File: src/rtl/sdio_pkg.sv
// Shared SDIO data-path definitions: completion status codes and the
// multi-block sequencer state encoding.
package sdio_pkg;

    localparam logic [1:0] SDIO_ST_OK      = 2'd0;
    localparam logic [1:0] SDIO_ST_CRC     = 2'd1;
    localparam logic [1:0] SDIO_ST_TIMEOUT = 2'd2;
    localparam logic [1:0] SDIO_ST_ABORT   = 2'd3;

    typedef enum logic [2:0] {
        XFER_IDLE,
        XFER_START,
        XFER_WAIT_BLK,
        XFER_BUSY_WAIT,
        XFER_GAP,
        XFER_DONE
    } xfer_state_e;

endpackage

File: src/rtl/sdio_timeout_cnt.sv
// Loadable down-counter with clear and enable; expired_o is high while the
// count sits at zero. Shared by the write-busy watchdog and the gap timer.
module sdio_timeout_cnt #(
    parameter int W = 4
) (
    input  logic         clk_i,
    input  logic         rst_ni,
    input  logic         clr_i,
    input  logic         load_i,
    input  logic [W-1:0] load_val_i,
    input  logic         en_i,
    output logic         expired_o
);

    logic [W-1:0] cnt_q;

    always_ff @(posedge clk_i or negedge rst_ni) begin
        if (!rst_ni) begin
            cnt_q <= '0;
        end else if (clr_i) begin
            cnt_q <= '0;
        end else if (load_i) begin
            cnt_q <= load_val_i;
        end else if (en_i && (cnt_q != '0)) begin
            cnt_q <= cnt_q - W'(1);
        end
    end

    assign expired_o = (cnt_q == '0);

endmodule

File: src/rtl/sdio_data_xfer_ctrl.sv
// Multi-block SDIO transfer sequencer: walks the block handler through N
// blocks with inter-block gaps and write-busy polling, then reports status.
module sdio_data_xfer_ctrl
    import sdio_pkg::*;
#(
    parameter int BLK_SIZE_W = 12,
    parameter int BLK_CNT_W  = 9,
    parameter int GAP_CYC    = 2,
    parameter int BUSY_TO    = 16'hFFFF
) (
    input  logic                  sd_clk,
    input  logic                  rst_n,
    input  logic                  cmd_valid,
    output logic                  cmd_ready,
    input  logic                  cmd_write,
    input  logic [BLK_SIZE_W-1:0] cmd_blk_size,
    input  logic [BLK_CNT_W-1:0]  cmd_blk_cnt,
    input  logic                  abort,
    output logic                  blk_start,
    output logic                  blk_dir,
    output logic [BLK_SIZE_W:0]   blk_len,
    output logic                  blk_abort,
    input  logic                  blk_done,
    input  logic                  blk_crc_err,
    input  logic                  blk_timeout,
    input  logic                  dat0_busy,
    output logic                  busy,
    output logic                  done,
    output logic [1:0]            status,
    output logic [BLK_CNT_W-1:0]  blocks_done
);

    localparam int GAP_W  = $clog2(GAP_CYC + 1);
    localparam int BUSY_W = $clog2(BUSY_TO + 1);
    // Both timers expire at zero, so they are loaded one short of their span.
    localparam logic [GAP_W-1:0]  GAP_LOAD  = GAP_W'(GAP_CYC - 1);
    localparam logic [BUSY_W-1:0] BUSY_LOAD = BUSY_W'(BUSY_TO - 1);

    xfer_state_e          state_q;
    logic                 blk_dir_q;
    logic                 blk_abort_q;
    logic [BLK_SIZE_W:0]  blk_len_q;
    logic [BLK_CNT_W-1:0] rem_q;
    logic [BLK_CNT_W-1:0] blocks_done_q;
    logic [1:0]           status_q;

    logic blk_ok;
    logic gap_load;
    logic busy_load;
    logic cnt_clr;
    logic gap_expired;
    logic busy_expired;

    always_comb begin
        blk_ok    = (state_q == XFER_WAIT_BLK) && blk_done && !blk_crc_err && !blk_timeout;
        busy_load = blk_ok && blk_dir_q;
        gap_load  = (blk_ok && !blk_dir_q && (rem_q != BLK_CNT_W'(1)))
                 || ((state_q == XFER_BUSY_WAIT) && !dat0_busy && (rem_q != '0));
        cnt_clr   = (state_q == XFER_IDLE);
    end

    sdio_timeout_cnt #(.W(GAP_W)) u_gap_cnt (
        .clk_i      (sd_clk),
        .rst_ni     (rst_n),
        .clr_i      (cnt_clr),
        .load_i     (gap_load),
        .load_val_i (GAP_LOAD),
        .en_i       (state_q == XFER_GAP),
        .expired_o  (gap_expired)
    );

    sdio_timeout_cnt #(.W(BUSY_W)) u_busy_wdog (
        .clk_i      (sd_clk),
        .rst_ni     (rst_n),
        .clr_i      (cnt_clr),
        .load_i     (busy_load),
        .load_val_i (BUSY_LOAD),
        .en_i       ((state_q == XFER_BUSY_WAIT) && dat0_busy),
        .expired_o  (busy_expired)
    );

    always_ff @(posedge sd_clk or negedge rst_n) begin
        if (!rst_n) begin
            state_q       <= XFER_IDLE;
            blk_dir_q     <= 1'b0;
            blk_len_q     <= '0;
            blk_abort_q   <= 1'b0;
            rem_q         <= '0;
            blocks_done_q <= '0;
            status_q      <= SDIO_ST_OK;
        end else begin
            blk_abort_q <= 1'b0;
            unique case (state_q)
                XFER_IDLE: begin
                    if (cmd_valid) begin
                        blk_dir_q     <= cmd_write;
                        blk_len_q     <= {cmd_blk_size, 1'b0};
                        rem_q         <= cmd_blk_cnt;
                        blocks_done_q <= '0;
                        status_q      <= SDIO_ST_OK;
                        state_q       <= (cmd_blk_cnt == '0) ? XFER_DONE : XFER_START;
                    end
                end
                XFER_START: state_q <= XFER_WAIT_BLK;
                XFER_WAIT_BLK: begin
                    if (blk_done) begin
                        if (blk_crc_err) begin
                            state_q  <= XFER_DONE;
                            status_q <= SDIO_ST_CRC;
                        end else if (blk_timeout) begin
                            state_q  <= XFER_DONE;
                            status_q <= SDIO_ST_TIMEOUT;
                        end else begin
                            blocks_done_q <= blocks_done_q + BLK_CNT_W'(1);
                            rem_q         <= rem_q - BLK_CNT_W'(1);
                            if (blk_dir_q)
                                state_q <= XFER_BUSY_WAIT;
                            else if (rem_q == BLK_CNT_W'(1))
                                state_q <= XFER_DONE;
                            else
                                state_q <= XFER_GAP;
                        end
                    end
                end
                XFER_BUSY_WAIT: begin
                    // rem_q was already decremented, so zero marks the last block.
                    if (!dat0_busy) begin
                        state_q <= (rem_q == '0) ? XFER_DONE : XFER_GAP;
                    end else if (busy_expired) begin
                        state_q  <= XFER_DONE;
                        status_q <= SDIO_ST_TIMEOUT;
                    end
                end
                XFER_GAP:  if (gap_expired) state_q <= XFER_START;
                XFER_DONE: state_q <= XFER_IDLE;
                default:   state_q <= XFER_IDLE;
            endcase
            // Abort overrides any block outcome; a clean block still counts.
            if (abort && (state_q != XFER_IDLE) && (state_q != XFER_DONE)) begin
                state_q     <= XFER_DONE;
                status_q    <= SDIO_ST_ABORT;
                blk_abort_q <= (state_q == XFER_WAIT_BLK) || (state_q == XFER_BUSY_WAIT);
            end
        end
    end

    assign cmd_ready   = (state_q == XFER_IDLE);
    assign busy        = (state_q != XFER_IDLE);
    assign blk_start   = (state_q == XFER_START);
    assign done        = (state_q == XFER_DONE);
    assign blk_dir     = blk_dir_q;
    assign blk_len     = blk_len_q;
    assign blk_abort   = blk_abort_q;
    assign status      = status_q;
    assign blocks_done = blocks_done_q;

endmodule
File: config.mk
export PLATFORM = sky130hd
export DESIGN_NAME = sdio_data_xfer_ctrl
export DESIGN_NICKNAME = d
export VERILOG_FILES = /design/src/rtl/sdio_pkg.sv /design/src/rtl/sdio_timeout_cnt.sv /design/src/rtl/sdio_data_xfer_ctrl.sv
export SDC_FILE = /design/constraint.sdc
export NUM_CORES = 1
export LEC_CHECK = 0
export ABC_AREA = 0
export BUFFER_PORTS_ARGS = -buffer_cell sky130_fd_sc_hd__buf_2
export CAP_MARGIN = 30
export CORE_MARGIN = 4
export CORE_UTILIZATION = 35
export CTS_BUF_LIST = sky130_fd_sc_hd__clkbuf_4 sky130_fd_sc_hd__clkbuf_8
export DETAILED_ROUTE_END_ITERATION = 12
export GPL_TIMING_DRIVEN = 0
export HOLD_SLACK_MARGIN = 0.06
export PLACE_DENSITY = 0.53
export SYNTH_ARGS = -nofsm -noshare
export SYNTH_HDL_FRONTEND = slang
export SYNTH_HIERARCHICAL = 1
export SYNTH_SLANG_ARGS = --single-unit
File: constraint.sdc
create_clock -name sd_clk -period 3.17 [get_ports sd_clk]
set_input_delay 0.634 -clock sd_clk [delete_from_list [all_inputs] [get_ports sd_clk]]
set_output_delay 0.634 -clock sd_clk [all_outputs]
set_load 0.02 [all_outputs]
# Word-level counts from Yosys, hierarchy flattened
# Index checks and enable logic that the tools add are counted.
[word_totals]
ff_bits = 55
wordCells = 106
[classes]
add_sub_neg = 4
n_eq_ne = 19
n_mux = 38
reduce_logical = 36
[ops]
columns = ["operator", "n"]
rows = [
  ["$mux W9", 8],
  ["$mux W16", 3],
  ["$pmux W9 S2", 2],
  ["$mux W3", 10],
  ["$mux W2", 10],
  ["$logic_not A9 Y1", 2],
  ["$logic_not A16 Y1", 1],
  ["$reduce_bool A16 Y1", 1],
  ["$sub A16 B1 Y16 const B", 1],
  ["$pmux W3 S5", 1],
  ["$logic_and A1 B1 Y1", 13],
  ["$ne A3 B2 Y1 const B", 4],
  ["$add A9 B1 Y9 const B", 1],
  ["$eq A9 B1 Y1 const B", 1],
  ["$ne A9 B1 Y1 const B", 1],
  ["$reduce_bool A3 Y1", 3],
  ["$reduce_bool A9 Y1", 1],
  ["$sub A9 B1 Y9 const B", 1],
  ["$ne A2 B2 Y1 const B", 4],
  ["$ne A4 B3 Y1 const B", 2],
  ["$eq A3 B2 Y1 const B", 2],
  ["$eq A3 B3 Y1 const B", 2],
  ["$ne A3 B3 Y1 const B", 2],
  ["$pmux W2 S3", 1],
  ["13 further kinds", 20],
]

# Depth between registers and ports, before layout
[logic_depth]
ltp_word = 9
ltp_mapped = 9
ltp_nobuf = 7

# Cells and area by module
# Netlist, hierarchy kept.
[modules_own_cells]
columns = ["module", "instances", "cells_per_inst", "area_per_inst_um2", "seq_area_each_um2"]
rows = [
  ["sdio_data_xfer_ctrl", 1, 215, 2093.3, 925.9],
  ["sdio_timeout_cnt (u_busy_wdog)", 1, 124, 1072.3, 400.4],
  ["sdio_timeout_cnt (u_gap_cnt)", 1, 14, 150.1, 50.0],
]

# Worst setup path after synthesis
# Ideal clock, no wire load.
[synth_path]
path_kind = "register to output"
startpoint = "register state_q[0]"
endpoint = "output port busy"
arrival_time_ns = 2.036
t_required_ns = 2.536
slack_ns = 0.500
path_stages_with_launch = 5
n_path_buf = 2
path_cell_list = "dfrtp_1 -> buf_2 -> clkbuf_1 -> nor3_1 -> inv_1"
[synth_between]
elab_chain_len = 1
[synth_lines]
columns = ["element", "line", "rtl"]
rows = [
  ["start: declaration", "sdio_data_xfer_ctrl.sv:39", "xfer_state_e state_q;"],
  ["start signal: assignment", "sdio_data_xfer_ctrl.sv:101", "state_q <= (cmd_blk_cnt == '0) ? XFER_DONE : XFER_START;"],
  ["start signal: assignment", "sdio_data_xfer_ctrl.sv:128", "state_q <= (rem_q == '0) ? XFER_DONE : XFER_GAP;"],
  ["$reduce_bool A3 Y1", "sdio_data_xfer_ctrl.sv:148", "assign busy = (state_q != XFER_IDLE);"],
  ["end: declaration", "sdio_data_xfer_ctrl.sv:27", "output logic busy,"],
]
# No other way between the ends.

# Final worst setup path
[layout_path]
startpoint = "register state_q[1]"
endpoint = "register u_busy_wdog.cnt_q[9]"
[layout_between]
elab_chain_len = 7
word_cells_on_any_way = 12
classes_between = "2 x eq/ne; 2 x mux; 8 x reduce/logical"
[layout_lines]
columns = ["element", "line", "rtl"]
rows = [
  ["$eq A3 B2 Y1", "sdio_data_xfer_ctrl.sv:55", "blk_ok = (state_q == XFER_WAIT_BLK) && blk_done && !blk_crc_err && !blk_timeout;"],
  ["$logic_and A1 B1 Y1 (3 in series)", "sdio_data_xfer_ctrl.sv:55", ""],
  ["$logic_and A1 B1 Y1", "sdio_data_xfer_ctrl.sv:56", "busy_load = blk_ok && blk_dir_q;"],
  ["$mux W16", "sdio_timeout_cnt.sv:22", "end else if (load_i) begin"],
  ["$mux W16", "sdio_timeout_cnt.sv:20", "end else if (clr_i) begin"],
  ["end signal: assignment", "sdio_timeout_cnt.sv:23", "cnt_q <= load_val_i;"],
  ["end signal: assignment", "sdio_timeout_cnt.sv:25", "cnt_q <= cnt_q - W'(1);"],
  ["end: declaration", "sdio_timeout_cnt.sv:15", "logic [W-1:0] cnt_q;"],
]
# Parallel ways exist; a longest one is shown, timed or not.
# A chain may end at the register's enable or synchronous reset.

==> out/results.tsv <==
stage	metric	value	unit
status	status	completed	
floorplanning	I/O pin count	60	
timing	final hold viol count	0	
job	max_cap viols	0	
detailed_routing	vias	2951	
placed_design	GPL Wtd Cong	0.827	
detailed_routing	antenna viol nets, final	0	
clock_network	post-CTS setup buffer count	0	
timing	f_max	0.353	GHz
clock_network	clock-pin slew on the worst setup and hold paths	0.10	ns
synthesis	count leader, synth	dfrtp_1	
clock_network	CTS resizes	0	
placed_design	dpl cell area	3870	sq um
global_route	pin count of the biggest net entering global routing	35	
synthesis	top cell type's share of synthesized area	41.5	%
synthesis	count of flip-flops with a built-in enable after synthesis	0	
timing	hold slack	0.407	ns
worst_hold_path	Hold Path Class	primary input to async pin	
placed_design	Post-DP HPWL	6330	um
clock_network	cts hold-fix bufs	0	
synthesis	top post-synthesis cells by area	dfrtp_1, mux2_1, nor2_1	
synthesis	mean area per synthesized cell	9.39	sq um
finish	post-layout util	43.4	%
detailed_routing	Via density	5.20	
clock_network	clk root buf	clkbuf_8	
synthesis	Primary FF master, synth	dfrtp_1	
global_route	Congestion Overflow GR	0	
finish	Finished Cell Area	4010	sq um
floorplanning	die area	11100	sq um
finish	fin cells	567	
timing	worst slew pin tran	0.865	ns
timing	Max Slew Vio Count	0	
timing	period utilization	89.2	%
pwr	pwr/cell area	995	nW/um^2
floorplanning	core area	9240	sq um
global_route	initial antenna violation count	0	
detailed_routing	Routed WL	8300	um
synthesis	Async SR Flop Fraction	100	%
finish	Area Growth Syn to Fin	20.8	%
placed_design	placed insts	559	
setup_path	Required @ worst endpoint	3.40	ns
clock_network	clk_lat worst skew	0.31	ns
clock_network	H-tree levels	2	
floorplanning	num rows	35	
synthesis	synth cell count leaders	dfrtp_1, nor2_1, a21oi_1, inv_1, nand2_1	
synthesis	Syn Inst Count	353	
synthesis	flops & latches, synth	55	
timing	worst clock skew	0.00435	ns
detailed_routing	wire per inst	14.6	um
clock_network	CTS tree	built	
setup_path	Worst EP arrival	3.06	ns
synthesis	register area share after synthesis	41.5	%
finish	Nets	473	
timing	RSZ-0062 raised after global routing	false	
clock_network	clk sinks	55	
setup_path	startpoint types	register	
pwr	Pleak	1.78	nW
timing	slew margin rel.	42.0	%
setup_path	Worst Setup End Kind	register	
placed_design	Port Buf Inserts	58	
synthesis	leading area contributor after synthesis	dfrtp_1	
setup_path	CP Class	register to register	
floorplanning	Die W	105	um
global_route	global-route wire length before repair	14200	um
detailed_routing	starting DRC count in detailed routing	111	
synthesis	Yosys cell types	65	
timing	final number of setup-violating endpoints	0	
global_route	vias in the first global route	2868	
floorplanning	starting density of the core	35.9	%
floorplanning	Die H	105	um
finish	final antenna diode count	0	
clock_network	CTS Buffer Depth	2	
timing	Period minus WS final	2.83	ns
global_route	GRT Overall Usage	15.5	%
clock_network	CTS buffer count	5	
detailed_routing	Pre-antenna DRT Iters	4	
pwr	VDD IR-drop max	0.000446	V
finish	proportion of layout cells with a drive suffix above 1	20.8	%
detailed_routing	residual DRC count	0	
synthesis	Synthesis Warnings	6	
setup_path	Max FO, Critical Path	10	
timing	Setup TNS	0	ns
synthesis	Synth Cell Area	3320	sq um
logic make-up after synthesis:
kind of cell / after synthesis / synth area share (%)
flip-flops: 55 / 41.5
buffers and inverters: 37 / 4.60
adder cells (fa/ha/maj): 6 / 2.26
multiplexers: 17 / 5.74
other: 2 / 0.226
AND/OR/NAND/NOR: 127 / 22.3
AO/OA/AOI/OAI: 96 / 19.9
XOR/XNOR: 13 / 3.43
area by class of cell:
cell class | instances | area [sq um]
clock inverters | 3 | 67.6
flip-flops and latches | 55 | 1380
well taps | 129 | 161
fillers | 938 | 5230
repair buffers | 59 | 318
clock buffers | 5 | 68.8
inverters | 16 | 60.1
multi-input cells | 279 | 1860
plain buffers | 21 | 92.6
power breakdown:
part	switching, mW	internal [mW]	leakage (nW)
clock network	0.239	0.315	0.0644
logic	1.39	0.845	1.00
registers	0.230	0.963	0.711
worst max-delay path, cell delays in order, from the launching register on:
cell,delay (ns)
dfrtp_1,0.45
buf_2,0.24
nor2b_2,0.28
and3_1,0.19
buf_2,0.18
nor4b_4,0.40
nand2_1,0.12
a2111oi_0,0.51
xnor2_1,0.14
a211oi_1,0.23
cell usage in the layout (no fill, tap or decap), types with 5 or more instances in the layout:
cell type  Yosys  routed
buf_2          8      66
dfrtp_1       55      55
nor2_1        32      32
a21oi_1       22      22
conb_1         2      20
inv_1         16      16
nand2_1       16      16
nor3_1        15      14
mux2_1        13      13
o21ai_0       13      13
a211oi_1      12      12
clkbuf_1      11      11
nor4_1         9       9
xnor2_1        9       9
or4_1          8       8
nand3_1        8       8
a31oi_1        6       6
o31ai_1        6       6
ha_1           6       6
o21ai_1        5       5
a41oi_1        5       5
clkbuf_8       0       5
per-stage QoR:
stage               power, mW  setup WS [ns]
CTS                      4.03          0.210
floorplan                2.83          0.500
detailed placement       3.46          0.250
global route             4.36         0.0953
finish                   3.99          0.341
global placement         3.43          0.197
metal layers:
metal	up-vias	track usage, %	part of all wire, %
met3	8	2.63	4.2
li1	1478	-	-
met4	0	3.84	1.2
met5	-	0	0
met1	1404	20.5	46
met2	61	26.3	48
worst paths after layout:
check	startpoint	to	slack [ns]	cells after the start
min in group sd_clk	blk_len[11]$_DFFE_PN0P_	blk_len[11]$_DFFE_PN0P_	0.49	1
worst min-delay path	rst_n	blk_len[7]$_DFFE_PN0P_	0.41	1
worst max-delay path	state_q[1]$_DFFE_PN0P_	u_busy_wdog/cnt_q[9]$_DFFE_PN0P_	0.34	9
worst min register to register	blk_len[11]$_DFFE_PN0P_	blk_len[11]$_DFFE_PN0P_	0.49	1
worst max register to register	state_q[1]$_DFFE_PN0P_	u_busy_wdog/cnt_q[9]$_DFFE_PN0P_	0.34	9
max in group asynchronous	rst_n	u_busy_wdog/cnt_q[3]$_DFFE_PN0P_	2.17	2
registers in the layout, summed over array words and instances, names as in the netlist:
name and flops:
u_busy_wdog/cnt_q 16, rem_q 9, u_gap_cnt/cnt_q 2, state_q 3, blk_len 12, blocks_done 9
status 2, blk_dir 1, blk_abort 1
(Power assumes the default switching activity.)
